`src/rtl/dianthus_pkg.sv`:
```
// Shared definitions for the random nibble packer: default widths, FSM encoding
// and the packed word width.
package dianthus_pkg;

   localparam int unsigned NIB_W_DEF = 4;
   localparam int unsigned NIBS_DEF  = 4;
   localparam int unsigned CNT_W_DEF = 8;

   typedef enum logic {
      ST_IDLE = 1'b0,
      ST_FILL = 1'b1
   } state_e;

   function automatic int unsigned word_width(input int unsigned nib_w, input int unsigned nibs);
      return nib_w * nibs;
   endfunction

endpackage

```
`src/rtl/rand_nibble_packer_sat_counter.sv`:
```
// Saturating up-counter with synchronous clear; clear has priority over increment.
module sat_counter #(
   parameter int unsigned CNT_W = 8
) (
   input  logic             clk,
   input  logic             rst_n,
   input  logic             inc,
   input  logic             clr,
   output logic [CNT_W-1:0] q
);

   localparam logic [CNT_W-1:0] CNT_MAX = '1;

   always_ff @(posedge clk) begin
      if (!rst_n) begin
         q <= '0;
      end else if (clr) begin
         q <= '0;
      end else if (inc && (q != CNT_MAX)) begin
         q <= q + CNT_W'(1);
      end
   end

endmodule

```
`src/rtl/rand_nibble_packer.sv`:
```
// Packs consecutive generator nibbles (LSB-first) into words on a valid/ready
// output and counts generator period wraps for health monitoring.
module rand_nibble_packer
   import dianthus_pkg::*;
#(
   parameter int unsigned NIB_W = NIB_W_DEF,
   parameter int unsigned NIBS  = NIBS_DEF,
   parameter int unsigned CNT_W = CNT_W_DEF
) (
   input  logic                                clk,
   input  logic                                rst_n,
   input  logic                                start,
   input  logic                                stop,
   output logic                                gen_en,
   input  logic [NIB_W-1:0]                    rnd_in,
   input  logic                                wrap_in,
   output logic [word_width(NIB_W, NIBS)-1:0]  word_out,
   output logic                                word_valid,
   input  logic                                word_ready,
   output logic [CNT_W-1:0]                    wrap_cnt,
   output logic                                busy
);

   localparam int unsigned WORD_W = word_width(NIB_W, NIBS);
   localparam int unsigned IDX_W  = (NIBS > 1) ? $clog2(NIBS) : 1;
   localparam logic [IDX_W-1:0] IDX_LAST = IDX_W'(NIBS - 1);

   state_e             state;
   logic [IDX_W-1:0]   nib_idx;
   logic [WORD_W-1:0]  shift_q;
   logic               stop_pend;

   logic               last_c;
   logic               stall_c;
   logic               abort_c;
   logic               start_acc_c;
   logic [WORD_W-1:0]  word_nxt_c;

   // A full output register only blocks the edge that would complete the next word.
   assign last_c      = (nib_idx == IDX_LAST);
   assign stall_c     = last_c && word_valid && !word_ready;
   assign gen_en      = (state == ST_FILL) && !stall_c;
   assign busy        = (state == ST_FILL);
   assign start_acc_c = (state == ST_IDLE) && start && !stop;
   assign abort_c     = (stop || stop_pend) && (nib_idx == '0);

   // Current shift contents with this cycle's nibble dropped into its slot.
   always_comb begin
      word_nxt_c = shift_q;
      for (int i = 0; i < int'(NIBS); i++) begin
         if (nib_idx == IDX_W'(i)) begin
            word_nxt_c[i*NIB_W +: NIB_W] = rnd_in;
         end
      end
   end

   always_ff @(posedge clk) begin
      if (!rst_n) begin
         state      <= ST_IDLE;
         nib_idx    <= '0;
         shift_q    <= '0;
         word_out   <= '0;
         word_valid <= 1'b0;
         stop_pend  <= 1'b0;
      end else begin
         if (word_valid && word_ready) begin
            word_valid <= 1'b0;
         end

         case (state)
            ST_IDLE: begin
               if (start_acc_c) begin
                  state     <= ST_FILL;
                  nib_idx   <= '0;
                  shift_q   <= '0;
                  stop_pend <= 1'b0;
               end
            end

            ST_FILL: begin
               if (stop) begin
                  stop_pend <= 1'b1;
               end
               // Nothing of the current word sampled yet: a stop ends packing right away.
               if (abort_c) begin
                  state     <= ST_IDLE;
                  stop_pend <= 1'b0;
               end else if (gen_en) begin
                  if (last_c) begin
                     word_out   <= word_nxt_c;
                     word_valid <= 1'b1;
                     shift_q    <= '0;
                     nib_idx    <= '0;
                     if (stop || stop_pend) begin
                        state     <= ST_IDLE;
                        stop_pend <= 1'b0;
                     end
                  end else begin
                     shift_q <= word_nxt_c;
                     nib_idx <= nib_idx + IDX_W'(1);
                  end
               end
            end

            default: state <= ST_IDLE;
         endcase
      end
   end

   sat_counter #(
      .CNT_W (CNT_W)
   ) u_wrap_cnt (
      .clk   (clk),
      .rst_n (rst_n),
      .inc   (wrap_in && busy),
      .clr   (start_acc_c),
      .q     (wrap_cnt)
   );

endmodule
```
`config.mk`:
```
export PLATFORM = sky130hd
export DESIGN_NAME = rand_nibble_packer
export DESIGN_NICKNAME = d
export VERILOG_FILES = /design/src/rtl/dianthus_pkg.sv /design/src/rtl/rand_nibble_packer_sat_counter.sv /design/src/rtl/rand_nibble_packer.sv
export SDC_FILE = /design/constraint.sdc
export NUM_CORES = 1
export LEC_CHECK = 0
export CORE_MARGIN = 5
export CORE_UTILIZATION = 48
export CTS_BUF_LIST = sky130_fd_sc_hd__clkbuf_8
export DETAILED_ROUTE_END_ITERATION = 6
export PLACE_DENSITY = 0.73
export SYNTH_ARGS = -nofsm -noshare
export SYNTH_HDL_FRONTEND = slang
export SYNTH_HIERARCHICAL = 1
export SYNTH_SLANG_ARGS = --single-unit
```
`constraint.sdc`:
```
create_clock -name clk -period 1.5 [get_ports clk]
set_input_delay 0.15 -clock clk [delete_from_list [all_inputs] [get_ports clk]]
set_output_delay 0.15 -clock clk [all_outputs]
set_load 0.05 [all_outputs]
```
# --- After elaboration in Yosys (flattened, before gate mapping) ---
# Cells that the tools add are included.
word_totals:
  output_inout_bits: 27
  ff_bits: 45
  romBits: 0
  elab_cells: 68
  latch_bits: 0
  n_memories: 0
  in_bits: 10
  mem_bits_rw: 0
op_classes:
  n_eq_ne: 7
  shifts: 0
  n_mux: 32
  order_cmp: 0
  multipliers: 0
  reduce_logical: 17
  div: 0
  n_addsub: 2
  bitwise_logic: 3
op_table:
  columns: ["operator", "count"]
  rows:
  - ["16-bit two-way mux", 4]
  - ["16-bit one-hot mux with 2 select lines", 1]
  - ["1-bit two-way mux", 16]
  - ["4-bit two-way mux", 4]
  - ["1-bit logical AND", 9]
  - ["8-bit by 1-bit adder with 8-bit output (second input constant)", 1]
  - ["2-bit two-way mux", 4]
  - ["8-bit != test (second input constant)", 1]
  - ["2-bit != test (second input constant)", 3]
  - ["2-bit == test (second input constant)", 2]
  - ["1-bit one-hot mux with 2 select lines", 2]
  - ["2-bit one-hot mux with 2 select lines", 1]
  - ["4-bit AND reduction", 1]
  - ["1-bit logical NOT", 3]
  - ["1-bit NOT", 3]
  - ["3-bit AND reduction", 1]
  - ["2-bit by 1-bit adder with 2-bit output (second input constant)", 1]
  - ["2-bit by 1-bit == test with 1-bit output (second input constant)", 1]
  - ["2-bit logical NOT", 1]
  - ["2-bit OR reduction", 1]
  - ["1-bit logical OR", 1]

# --- Logic depth before layout (Yosys ltp) ---
# Gate-level depths: netlist (run 1).
logic_depth:
  depth_word: 8
  depth_mapped: 9

# --- Cells and area by module ---
# Netlist (run 1), hierarchy kept.
modules_own_cells:
  columns: ["mod", "seq_area_each_um2", "n_inst", "cells_per_inst", "area_per_inst_um2"]
  rows:
  - ["rand_nibble_packer", 660.6, 1, 157, 1549.0]
  - ["sat_counter", 160.2, 1, 46, 421.7]

# --- Worst setup path after synthesis (run 1) ---
# OpenSTA, ideal clock, no wires.
synth_timing:
  path_kind: "flip-flop to flip-flop"
  startpoint: "reg state, in the netlist busy"
  endpoint: "reg u_wrap_cnt.q[5]"
  slack_ps: -210
  path_buffers: 1
  arrival_time_ps: 1639
  t_required_ps: 1428
  setup_ps: 72
  path_stages_with_launch: 6
  path_cell_list: "dfxtp_1 -> buf_2 -> and2_1 -> nand4_1 -> a211oi_2 -> mux2i_1"
synth_via:
  elab_chain_cells: 4
synth_lines:
  columns: ["item", "line", "source"]
  rows:
  - ["start, declared", "rand_nibble_packer.sv:28", "state_e state;"]
  - ["start signal, assigned", "rand_nibble_packer.sv:59", "state <= ST_IDLE;"]
  - ["start signal, assigned", "rand_nibble_packer.sv:73", "state <= ST_FILL;"]
  - ["start signal, assigned", "rand_nibble_packer.sv:86", "state <= ST_IDLE;"]
  - ["1-bit NOT", null, null]
  - ["1-bit logical AND (2 in series)", "rand_nibble_packer.sv:44", "assign start_acc_c = (state == ST_IDLE) && start && !stop;"]
  - ["2-bit OR reduction (no source line)", null, null]
  - ["end signal, assigned", "rand_nibble_packer_sat_counter.sv:20", "q <= q + CNT_W'(1);"]
  - ["end, declared", "rand_nibble_packer_sat_counter.sv:9", "output logic [CNT_W-1:0] q"]
# Parallel ways exist; a longest one is shown, timed or not.
# A chain may end at the register's enable or synchronous reset.

# --- Final worst setup path (run 1) ---
layout_timing:
  startpoint: "reg nib_idx[1]"
  endpoint: "reg shift_q[4]"
layout_via:
  elab_chain_cells: 7
layout_lines:
  columns: ["item", "line", "source"]
  rows:
  - ["start, declared", "rand_nibble_packer.sv:29", "logic [IDX_W-1:0] nib_idx;"]
  - ["start signal, assigned", "rand_nibble_packer.sv:100", "nib_idx <= nib_idx + IDX_W'(1);"]
  - ["branches (longest 7 deep; another with 16-bit two-way mux)", null, null]
  - ["end signal, assigned", "rand_nibble_packer.sv:99", "shift_q <= word_nxt_c;"]
  - ["end, declared", "rand_nibble_packer.sv:30", "logic [WORD_W-1:0] shift_q;"]
# Several ways; the timed one is not identified. The select of a mux whose other input is x is not followed.

==> metrics.txt, run 1 <==
outcome finished with violations; violated checks setup timing; category of the worst setup path capture point register; buffer cell driving the clock tree root sky130_fd_sc_hd__clkbuf_8; Avg Inst Size Synth approximately 9.7 um2; number of nets in the layout 272; number of I/O pins 37; final max-slew violation count 0; fraction of synthesized cell area taken by the top area cell type 0.417; WHS Path Cells 2; CTS H-tree depth 2; reg-to-reg startpoint nib_idx[1]; Total Die Area around 5500 um2; most common cell after layout, fill and taps aside sky130_fd_sc_hd__buf_4; Area Overhead vs Synth 43.9%; post-detailed-routing wire length just over 5000 um; horizontal die dimension 74.1 um; family of cells with the greatest summed delay on the critical path compound AO/OA/AOI/OAI gates; worst setup slack before clock tree synthesis -77.0 ps; total of warnings raised by yosys 6; layout cell share with drive strength beyond 1 0.407; Die Span Y 74.1 um; register area share after synthesis 0.417; CP arrival around 1700 ps; DRC violations left 0; Syn Nets between 200 and 250; highest-count cells in the layout ignoring fill and taps sky130_fd_sc_hd__buf_4, sky130_fd_sc_hd__dfxtp_1, sky130_fd_sc_hd__nand2_1, sky130_fd_sc_hd__nand3_1; Hold Violations, Final 0; slew of the pin with the lowest slew margin around 380 ps; Worst Hold Path EP word_out[14]; ys flop type sky130_fd_sc_hd__dfxtp_1; number of nets with antenna violations after detailed routing 0; total number of vias approximately 1.8k; port buffer count 36; largest voltage drop on the vdd net between 700 and 800 uV; clock tree from TritonCTS built; cell taking the most area after synthesis sky130_fd_sc_hd__dfxtp_1; total routing usage reported by global routing 0.183; synth unique cells 39; core box area approximately 4000 um2; Avg Vias per Cell 5.69; Crit path buffers/inverters 2; gpl congestion around 0.79; maximum number of pins on one net before global-route repair 33; power per cell area about 850 nW/um2; Pwr Total 0.00241 W; EDFF count, synth 0; setup slack on the worst flop-to-flop path -20 ps; setup slack of the critical path after layout -17.1 ps; number of buffers inserted during clock tree synthesis 5; cell depth of the worst flop-to-flop path 6; Setup TNS Final -51.6 ps; origin of the worst min-delay path word_out[14]; average wire per standard cell ~16 um; total setup violations reported at the end of the flow 4; slowest CP cell sky130_fd_sc_hd__dfxtp_4; clock-pin slew of the registers on the worst-case setup and hold paths ~80 ps; number of storage elements in the synthesis netlist 41; total number of placement rows 23; violation count after the first detailed-route iteration approximately 140; detailed-router iteration count before antenna repair 4; share of flip-flops with an asynchronous set or reset after synthesis 0; startpoint kind of the worst setup timing path register; class of the tightest hold or removal check reg -> reg; required time reported for the critical path endpoint 1710 ps; initial core utilization 0.493; endpoint of the worst-slack reg-to-reg timing path shift_q[4]; global-route congestion overflow total 0; top post-synthesis cells by area sky130_fd_sc_hd__dfxtp_1, sky130_fd_sc_hd__mux2i_1, sky130_fd_sc_hd__o211a_1; antenna violations before repair 0; Critical Setup Path Class reg -> reg; Tmin final 1520 ps; Critical Path Fanout Max 6; Critical Path Max Stage Delay approximately 370 ps; Static Leak 1.24 nW; RSZ-0062 raised after global routing true; diode insertion count for antenna repair 0; maximum achievable frequency 0.659 GHz; clock network latency to the later pin of the worst-skew pair about 300 ps; Syn Std Cell Area 1970 um2; period utilization 1.01; ordered list of cells on the worst path ha_4 > buf_4 > nand4b_1 > o211ai_4 > clkbuf_16 > o31ai_2; number of clock sinks seen by CTS a little over 40; first-pass GRT wire length 7710 um; via count of the first global-routing pass ~1.6k; Syn Inst Count just over 200; Rel. slew slack 0.748; worst-case clock buffer depth 2; clock skew after layout 5.22 ps; Detailed Place HPWL about 2900 um; max-cap check violation count 0
[where the power goes]
part	switching, W	internal [W]	total (W)
Sequential	0.0000108	0.00109	0.00110
Clock	0.000386	0.000661	0.00105
Combinational	0.000140	0.000118	0.000258
[kinds of logic (layout without fill, tap and decap cells)]
kind of cell               count (synthesis)  in the layout  synth area share
and+or+nand+nor                           73             74             0.199
AOI/OAI and AO/OA                         49             49             0.213
DFF                                       41             41             0.417
buffers and inverters                     19             73            0.0590
muxes                                     16             16            0.0813
adders and majority gates                  5              5            0.0317
[final cells by class]
cell class                      count  area (um2)
Clock buffer                        5        68.8
Sequential cell                    41         836
Inverter                            4        15.0
Tap cell                           50        62.6
Multi-Input combinational cell    144        1210
Clock inverter                      3        65.1
Timing Repair Buffer               61         577
Fill cell                         288        1160
[synth_stat cells (2+ instances only)]
cell type                  instances
sky130_fd_sc_hd__o31ai_2           8
sky130_fd_sc_hd__a31oi_1           2
sky130_fd_sc_hd__buf_1             3
sky130_fd_sc_hd__o211a_1          12
sky130_fd_sc_hd__nor3_1            2
sky130_fd_sc_hd__clkbuf_1          2
sky130_fd_sc_hd__nor2b_1           5
sky130_fd_sc_hd__o21ai_0           3
sky130_fd_sc_hd__buf_6             4
sky130_fd_sc_hd__nand2_1          25
sky130_fd_sc_hd__and3_1            2
sky130_fd_sc_hd__dfxtp_1          41
sky130_fd_sc_hd__a21boi_0          2
sky130_fd_sc_hd__o21ai_1           4
sky130_fd_sc_hd__nand2b_1          5
sky130_fd_sc_hd__nand3_1          19
sky130_fd_sc_hd__inv_1             4
sky130_fd_sc_hd__buf_4             3
sky130_fd_sc_hd__mux2i_1          16
sky130_fd_sc_hd__and4_1            4
sky130_fd_sc_hd__o31ai_1           4
sky130_fd_sc_hd__ha_1              5
sky130_fd_sc_hd__buf_2             3
sky130_fd_sc_hd__and2_1            3
sky130_fd_sc_hd__a21oi_1           7
sky130_fd_sc_hd__and4_4            2
[worst reg2reg max path, stage by stage, from the launching register on]
cell and delay, ps:
sky130_fd_sc_hd__dfxtp_4 370, sky130_fd_sc_hd__ha_4 160, sky130_fd_sc_hd__buf_4 150, sky130_fd_sc_hd__nand4b_1 140, sky130_fd_sc_hd__o211ai_4 170, sky130_fd_sc_hd__clkbuf_16 220
sky130_fd_sc_hd__o31ai_2 230
[worst max-delay path by stage]
stage	to	cells past startpoint	startpoint	slack, ps
detailed placement	word_out[6]	5	stop	-80
floorplan	word_out[2]	9	nib_idx[0]	20
finish	shift_q[4]	6	nib_idx[1]	-20
CTS	gen_en	5	nib_idx[1]	-6
global route	shift_q[5]	6	nib_idx[1]	-70
global placement	word_out[6]	5	stop	-60
[timing repair]
action | in CTS | in global routing
pin swaps | 4 | 5
gates resized for setup | 10 | 28
endpoints found under the setup margin | 12 | 29
hold buffers | 0 | 0
buffers inserted | 1 | 2
gates cloned | 1 | 3
[per-layer routing]
layer	vias up	track usage	share of wire
met5	-	0	0
met4	0	0.0664	0.015
met3	7	0.0486	0.043
met2	41	0.277	0.48
met1	851	0.252	0.46
li1	853	-	-
[registers in the layout, summed over array words and instances, names as in the netlist]
register / flops
word_out: 16
shift_q: 12
u_wrap_cnt/q: 8
nib_idx: 2
busy: 1
stop_pend: 1
word_valid: 1
[metrics by stage]
step	area (um2)	std cells	hold slack (ps)	utilization
6_report	2840	308	463	0.709
5_1_grt	2840	308	492	0.709
4_1_cts	2610	303	464	0.652
3_5_place_dp	2430	293	452	0.607
3_3_place_gp	2430	293	453	0.607
2_1_floorplan	1980	203	287	-
Note: power is estimated with default switching activity, not from simulation.
==> run 2: changes to the inputs <==
--- a/config.mk
+++ b/config.mk
@@ -9,8 +9,11 @@
 export CORE_UTILIZATION = 48
 export CTS_BUF_LIST = sky130_fd_sc_hd__clkbuf_8
 export DETAILED_ROUTE_END_ITERATION = 6
+export HOLD_SLACK_MARGIN = 0.03
 export PLACE_DENSITY = 0.73
+export SKIP_LAST_GASP = 1
 export SYNTH_ARGS = -nofsm -noshare
 export SYNTH_HDL_FRONTEND = slang
 export SYNTH_HIERARCHICAL = 1
 export SYNTH_SLANG_ARGS = --single-unit
+export TNS_END_PERCENT = 5
==> metrics.txt, run 2 (synthesized netlist as in run 1, its figures left out) <==
hold_buf cts 0 (unchanged); final max-slew violation count 0 (unchanged); initial core utilization 0.493 (unchanged); average wire per standard cell 18.0 um (+9.6%); Critical Setup Path Class reg -> reg; slew of the pin with the lowest slew margin 348 ps (-28.2 ps); Seq. cell area 836 um2 (unchanged); Detailed Place HPWL 2970 um (+1.7%); startpoint kind of the worst setup timing path register; detailed-router iteration count before antenna repair 6 (+2); antenna violations before repair 0 (unchanged); port buffer count 36 (unchanged); largest voltage drop on the vdd net 553 uV (-22%); violation count after the first detailed-route iteration 162 (+13%); Total Die Area 5490 um2 (unchanged); clock tree from TritonCTS built; category of the worst setup path capture point register; maximum achievable frequency 0.633 GHz (-4.0%); worst setup slack before clock tree synthesis -76.0 ps (+1.08 ps); clock-pin slew of the registers on the worst-case setup and hold paths 80 ps (about the same); Avg Vias per Cell 5.85 (+2.8%); setup slack of the critical path after layout -80.8 ps (-63.7 ps); number of I/O pins 37 (unchanged); power per cell area 721 nW/um2 (-15%); Pwr Total 0.00213 W (-11%); diode insertion count for antenna repair 0 (unchanged); number of clock sinks seen by CTS 41 (unchanged); total routing usage reported by global routing 0.215 (+0.0313); origin of the worst min-delay path word_out[15]; Hold Violations, Final 0 (unchanged); DRC violations left 0 (unchanged); filler cell count in the final layout 277 (-3.8%); total number of placement rows 23 (unchanged); Static Leak 1.28 nW (+3.0%); number of nets with antenna violations after detailed routing 0 (unchanged); Die Span Y 74.1 um (unchanged); outcome finished with violations; maximum number of pins on one net before global-route repair 28 (-15%); period utilization 1.05 (+0.0424); Area Overhead vs Synth 50.0%; max-cap check violation count 0 (unchanged); layout cell share with drive strength beyond 1 0.449 (+0.0425); highest-count cells in the layout ignoring fill and taps sky130_fd_sc_hd__buf_4, sky130_fd_sc_hd__dfxtp_1, sky130_fd_sc_hd__nand2_1, sky130_fd_sc_hd__o211a_1, sky130_fd_sc_hd__mux2i_1; gpl congestion 0.788 (about the same); Rel. slew slack 0.768 (+0.0200); final standard cell utilization of the core 0.739 (+0.0297); CP arrival 1770 ps (+40 ps); violated checks setup timing; total number of vias 1854 (+5.8%); number of nets in the layout 281 (+3.3%); worst-case clock buffer depth 2 (unchanged); Reg with most FFs word_out; CP Launch Point nib_idx[1]; Largest register FFs 16 (unchanged); reg-to-reg startpoint nib_idx[1]; first-pass GRT wire length 8890 um (+15%); Setup TNS Final -937 ps (-885 ps); Tmin final 1580 ps (+63.7 ps); core box area 4000 um2 (unchanged); Critical Path Fanout Max 6 (unchanged); required time reported for the critical path endpoint 1690 ps (-20 ps); CTS H-tree depth 2 (unchanged); clock skew after layout 7.32 ps (+2.10 ps); class of the tightest hold or removal check reg -> reg; cell depth of the worst flop-to-flop path 9 (+3); global-route congestion overflow total 0 (unchanged); buffer cell driving the clock tree root sky130_fd_sc_hd__clkbuf_8; horizontal die dimension 74.1 um (unchanged); registers with the most flip-flops word_out (16), shift_q (12), u_wrap_cnt/q (8); WHS Path Cells 2 (unchanged); post-detailed-routing wire length 5700 um (+13%); clock network latency to the later pin of the worst-skew pair 300 ps (about the same); placed insts 295 (+0.68%); number of buffers inserted during clock tree synthesis 5 (unchanged); post-route non-filler standard cell count 317 (+2.9%); area of combinational cells with multiple inputs 1270 um2 (+4.6%); RSZ-0062 raised after global routing true; total setup violations reported at the end of the flow 17 (+13); most common cell after layout, fill and taps aside sky130_fd_sc_hd__buf_4; via count of the first global-routing pass 1875 (+16%)
[run 2: changes by cell type in the layout (fill, tap and decap cells not counted), moves of 3 or more]
cell                      previous run  this run
sky130_fd_sc_hd__buf_4              44        48
sky130_fd_sc_hd__buf_6               1         5
sky130_fd_sc_hd__nand3_1            14         8
sky130_fd_sc_hd__buf_16              0         3
sky130_fd_sc_hd__nand3_2             5         9
[run 2: layout make-up]
| type | count | area share |
|---|---|---|
| inverters | 4 | 0.00593 |
| repair buffers | 70 | 0.232 |
| well taps | 50 | 0.0212 |
| clock inverters | 3 | 0.00593 |
| multi-input cells | 144 | 0.429 |
| clock buffers | 5 | 0.0233 |
| flip-flops and latches | 41 | 0.283 |
[run 2: where the power goes]
part / internal (W) / switching, W
Clock: 0.000321 / 0.000396
Combinational: 0.000150 / 0.000161
Sequential: 0.00109 / 0.0000116
[run 2: timing repair]
action,in CTS,in global routing
gates resized for setup,42,15
buffers inserted,8,2
endpoints found under the setup margin,29,32
gates cloned,4,0
pin swaps,17,2
[run 2: final timing paths]
path | endpoint | slack [ps]
worst max register to register | shift_q[10] | -80
worst min-delay path | word_out[15] | 460
worst min register to register | word_out[15] | 460
worst max-delay path | shift_q[10] | -80
[run 2: critical path, stage by stage (launching register included)]
cell                       delay, ps
sky130_fd_sc_hd__dfxtp_4         370
sky130_fd_sc_hd__ha_4            170
sky130_fd_sc_hd__buf_6           110
sky130_fd_sc_hd__buf_6           100
sky130_fd_sc_hd__nand4b_1        130
sky130_fd_sc_hd__o211ai_4        130
sky130_fd_sc_hd__buf_6           170
sky130_fd_sc_hd__buf_16          140
sky130_fd_sc_hd__nand3_4          80
sky130_fd_sc_hd__o31ai_4          60
[run 2: per-layer routing]
layer / up-vias / track usage / part of all wire / wire length, um
li1: 876 / - / - / -
met1: 890 / 0.266 / 0.41 / 2360
met2: 70 / 0.355 / 0.49 / 2780
met3: 18 / 0.0527 / 0.064 / 367
met4: 0 / 0.0905 / 0.033 / 187
met5: - / 0 / 0 / 0
[run 2: through the flow]
| stage | hold WS, ps | instance area (um2) |
|---|---|---|
| final | 455 | 2960 |
| after global placement | 448 | 2430 |
| after floorplan | 287 | 1980 |
| after global routing | 489 | 2960 |
| after CTS | 460 | 2860 |
| after detailed placement | 448 | 2430 |
==> run 3: changes to the inputs <==
--- a/config.mk
+++ b/config.mk
@@ -6,11 +6,11 @@
 export NUM_CORES = 1
 export LEC_CHECK = 0
 export CORE_MARGIN = 5
-export CORE_UTILIZATION = 48
+export CORE_UTILIZATION = 36
 export CTS_BUF_LIST = sky130_fd_sc_hd__clkbuf_8
 export DETAILED_ROUTE_END_ITERATION = 6
 export HOLD_SLACK_MARGIN = 0.03
-export PLACE_DENSITY = 0.73
+export PLACE_DENSITY = 0.57
 export SKIP_LAST_GASP = 1
 export SYNTH_ARGS = -nofsm -noshare
 export SYNTH_HDL_FRONTEND = slang
==> metrics.txt, run 3 (synthesized netlist as in run 1, its figures left out) <==
Pwr Total 0.00220 W (+3.1%); number of I/O pins 37 (unchanged); via count of the first global-routing pass 1601 (-15%); class of the tightest hold or removal check reg -> reg; RSZ-0062 raised after global routing true; category of the worst setup path capture point register; global-route congestion overflow total 0 (unchanged); Area Overhead vs Synth 35.9%; clock network latency to the later pin of the worst-skew pair 290 ps (about the same); Die Span Y 84.0 um (+13%); summed area of non-filler cells in the final layout 2680 um2 (-9.4%); horizontal die dimension 84.0 um (+13%); port buffer count 36 (unchanged); post-detailed-routing wire length 4300 um (-25%); initial core utilization 0.365 (-0.128); final max-slew violation count 0 (unchanged); Rel. slew slack 0.687 (-0.0812); clock skew after layout 5.72 ps (-1.61 ps); largest voltage drop on the vdd net 578 uV (+4.7%); total number of vias 1612 (-13%); Cell Area, Placed 2470 um2 (+1.5%); period utilization 1.02 (-0.0387); Reg with most FFs word_out; Detailed Place HPWL 3060 um (+3.1%); outcome finished with violations; Tmin final 1520 ps (-58.0 ps); DRC violations left 0 (unchanged); violated checks setup timing; Critical Setup Path Class reg -> reg; CTS H-tree depth 2 (unchanged); antenna violations before repair 0 (unchanged); buffer cell driving the clock tree root sky130_fd_sc_hd__clkbuf_8; worst-case clock buffer depth 2 (unchanged); post-route non-filler standard cell count 327 (+3.2%); core box area 5410 um2 (+35%); clock-pin slew of the registers on the worst-case setup and hold paths 80 ps (about the same); setup slack of the critical path after layout -22.7 ps (+58.0 ps); WHS Path Cells 2 (unchanged); diode insertion count for antenna repair 0 (unchanged); hold_buf cts 0 (unchanged); clock tree from TritonCTS built; required time reported for the critical path endpoint 1680 ps (about the same); number of nets with antenna violations after detailed routing 0 (unchanged); number of nets in the layout 269 (-4.3%); maximum achievable frequency 0.657 GHz (+3.8%); Avg Vias per Cell 4.93 (-16%); placed insts 315 (+6.8%); number of buffers inserted during clock tree synthesis 5 (unchanged); Total Die Area 7050 um2 (+29%); Static Leak 1.19 nW (-7.4%); total routing usage reported by global routing 0.127 (-0.0881); number of clock sinks seen by CTS 41 (unchanged); violation count after the first detailed-route iteration 74 (-54%); Setup TNS Final -48.2 ps (+889 ps); total number of placement rows 27 (+17%); max-cap check violation count 0 (unchanged); power per cell area 821 nW/um2 (+14%); average wire per standard cell 13.1 um (-27%); layout cell share with drive strength beyond 1 0.357 (-0.0926); slew of the pin with the lowest slew margin 469 ps (+121 ps); total setup violations reported at the end of the flow 6 (-11); highest-count cells in the layout ignoring fill and taps sky130_fd_sc_hd__buf_4, sky130_fd_sc_hd__dfxtp_1, sky130_fd_sc_hd__nand2_1, sky130_fd_sc_hd__nand3_1, sky130_fd_sc_hd__mux2i_1; registers with the most flip-flops word_out (16), shift_q (12), u_wrap_cnt/q (8); most common cell after layout, fill and taps aside sky130_fd_sc_hd__buf_4; maximum number of pins on one net before global-route repair 25 (-11%); Largest register FFs 16 (unchanged); detailed-router iteration count before antenna repair 4 (-2); cell depth of the worst flop-to-flop path 7 (-2); startpoint kind of the worst setup timing path register; gpl congestion 0.759 (-3.6%); Critical Path Fanout Max 4 (-2); CP arrival 1710 ps (-60 ps); Hold Violations, Final 0 (unchanged); first-pass GRT wire length 7420 um (-17%)
[run 3: changes by cell type in the layout (fill, tap and decap cells not counted), moves of 2 or more]
cell                       delta
sky130_fd_sc_hd__clkinv_2     -2
sky130_fd_sc_hd__o31ai_1      +2
sky130_fd_sc_hd__mux2i_1      +4
sky130_fd_sc_hd__nand3_4      -2
sky130_fd_sc_hd__dfxtp_2      +2
sky130_fd_sc_hd__buf_16       -3
sky130_fd_sc_hd__o31ai_4      -3
sky130_fd_sc_hd__buf_4        -4
sky130_fd_sc_hd__mux2i_4      -3
sky130_fd_sc_hd__nand3_1     +11
sky130_fd_sc_hd__nand3_2      -9
sky130_fd_sc_hd__dfxtp_4      -2
sky130_fd_sc_hd__buf_6        -5
[run 3: worst max-delay path, cell delays in order (launching register included)]
cell	delay [ps]
sky130_fd_sc_hd__dfxtp_2	340
sky130_fd_sc_hd__buf_4	150
sky130_fd_sc_hd__inv_2	70
sky130_fd_sc_hd__buf_4	100
sky130_fd_sc_hd__ha_2	260
sky130_fd_sc_hd__mux2i_2	280
sky130_fd_sc_hd__nand2_1	90
sky130_fd_sc_hd__o211a_1	130
[run 3: worst paths after layout]
kind / slack [ps] / end / from
max: -20 / word_out[4] / nib_idx[1]
min: 450 / word_out[15] / word_out[15]
max reg2reg: -20 / word_out[4] / nib_idx[1]
min reg2reg: 450 / word_out[15] / word_out[15]
[run 3: power breakdown]
part           total (W)  internal, W  switching [W]
Sequential       0.00110      0.00109     0.00000878
Combinational   0.000202    0.0000882       0.000114
Clock           0.000893     0.000498       0.000395
[run 3: layer usage]
metal | wire (um) | global-route usage | vias to the layer above
met5 | 0 | 0 | -
met4 | 44 | 0.0439 | 0
met3 | 221 | 0.0346 | 5
met2 | 1920 | 0.197 | 33
met1 | 2110 | 0.169 | 732
li1 | - | - | 842
[run 3: final cells by class]
class | instances | area [um2]
sequential | 41 | 831
clock buffer | 5 | 68.8
inverter | 4 | 15.0
tap | 72 | 90.1
clock inverter | 3 | 46.3
multi-input combinational | 143 | 1090
timing repair buffer | 59 | 536
fill | 520 | 2730
[run 3: timing repair]
action	4_1_cts	5_1_grt
endpoints found under the setup margin	23	30
gates resized for setup	15	3
buffers inserted	4	0
pin swaps	3	0
[run 3: metrics by stage]
step	hold WS, ps	setup slack, ps	util
global placement	441	-175	0.456
finish	450	-22.7	0.495
CTS	457	-13.0	0.492
global route	475	-85.5	0.495
floorplan	287	-10.1	-
detailed placement	444	-202	0.456
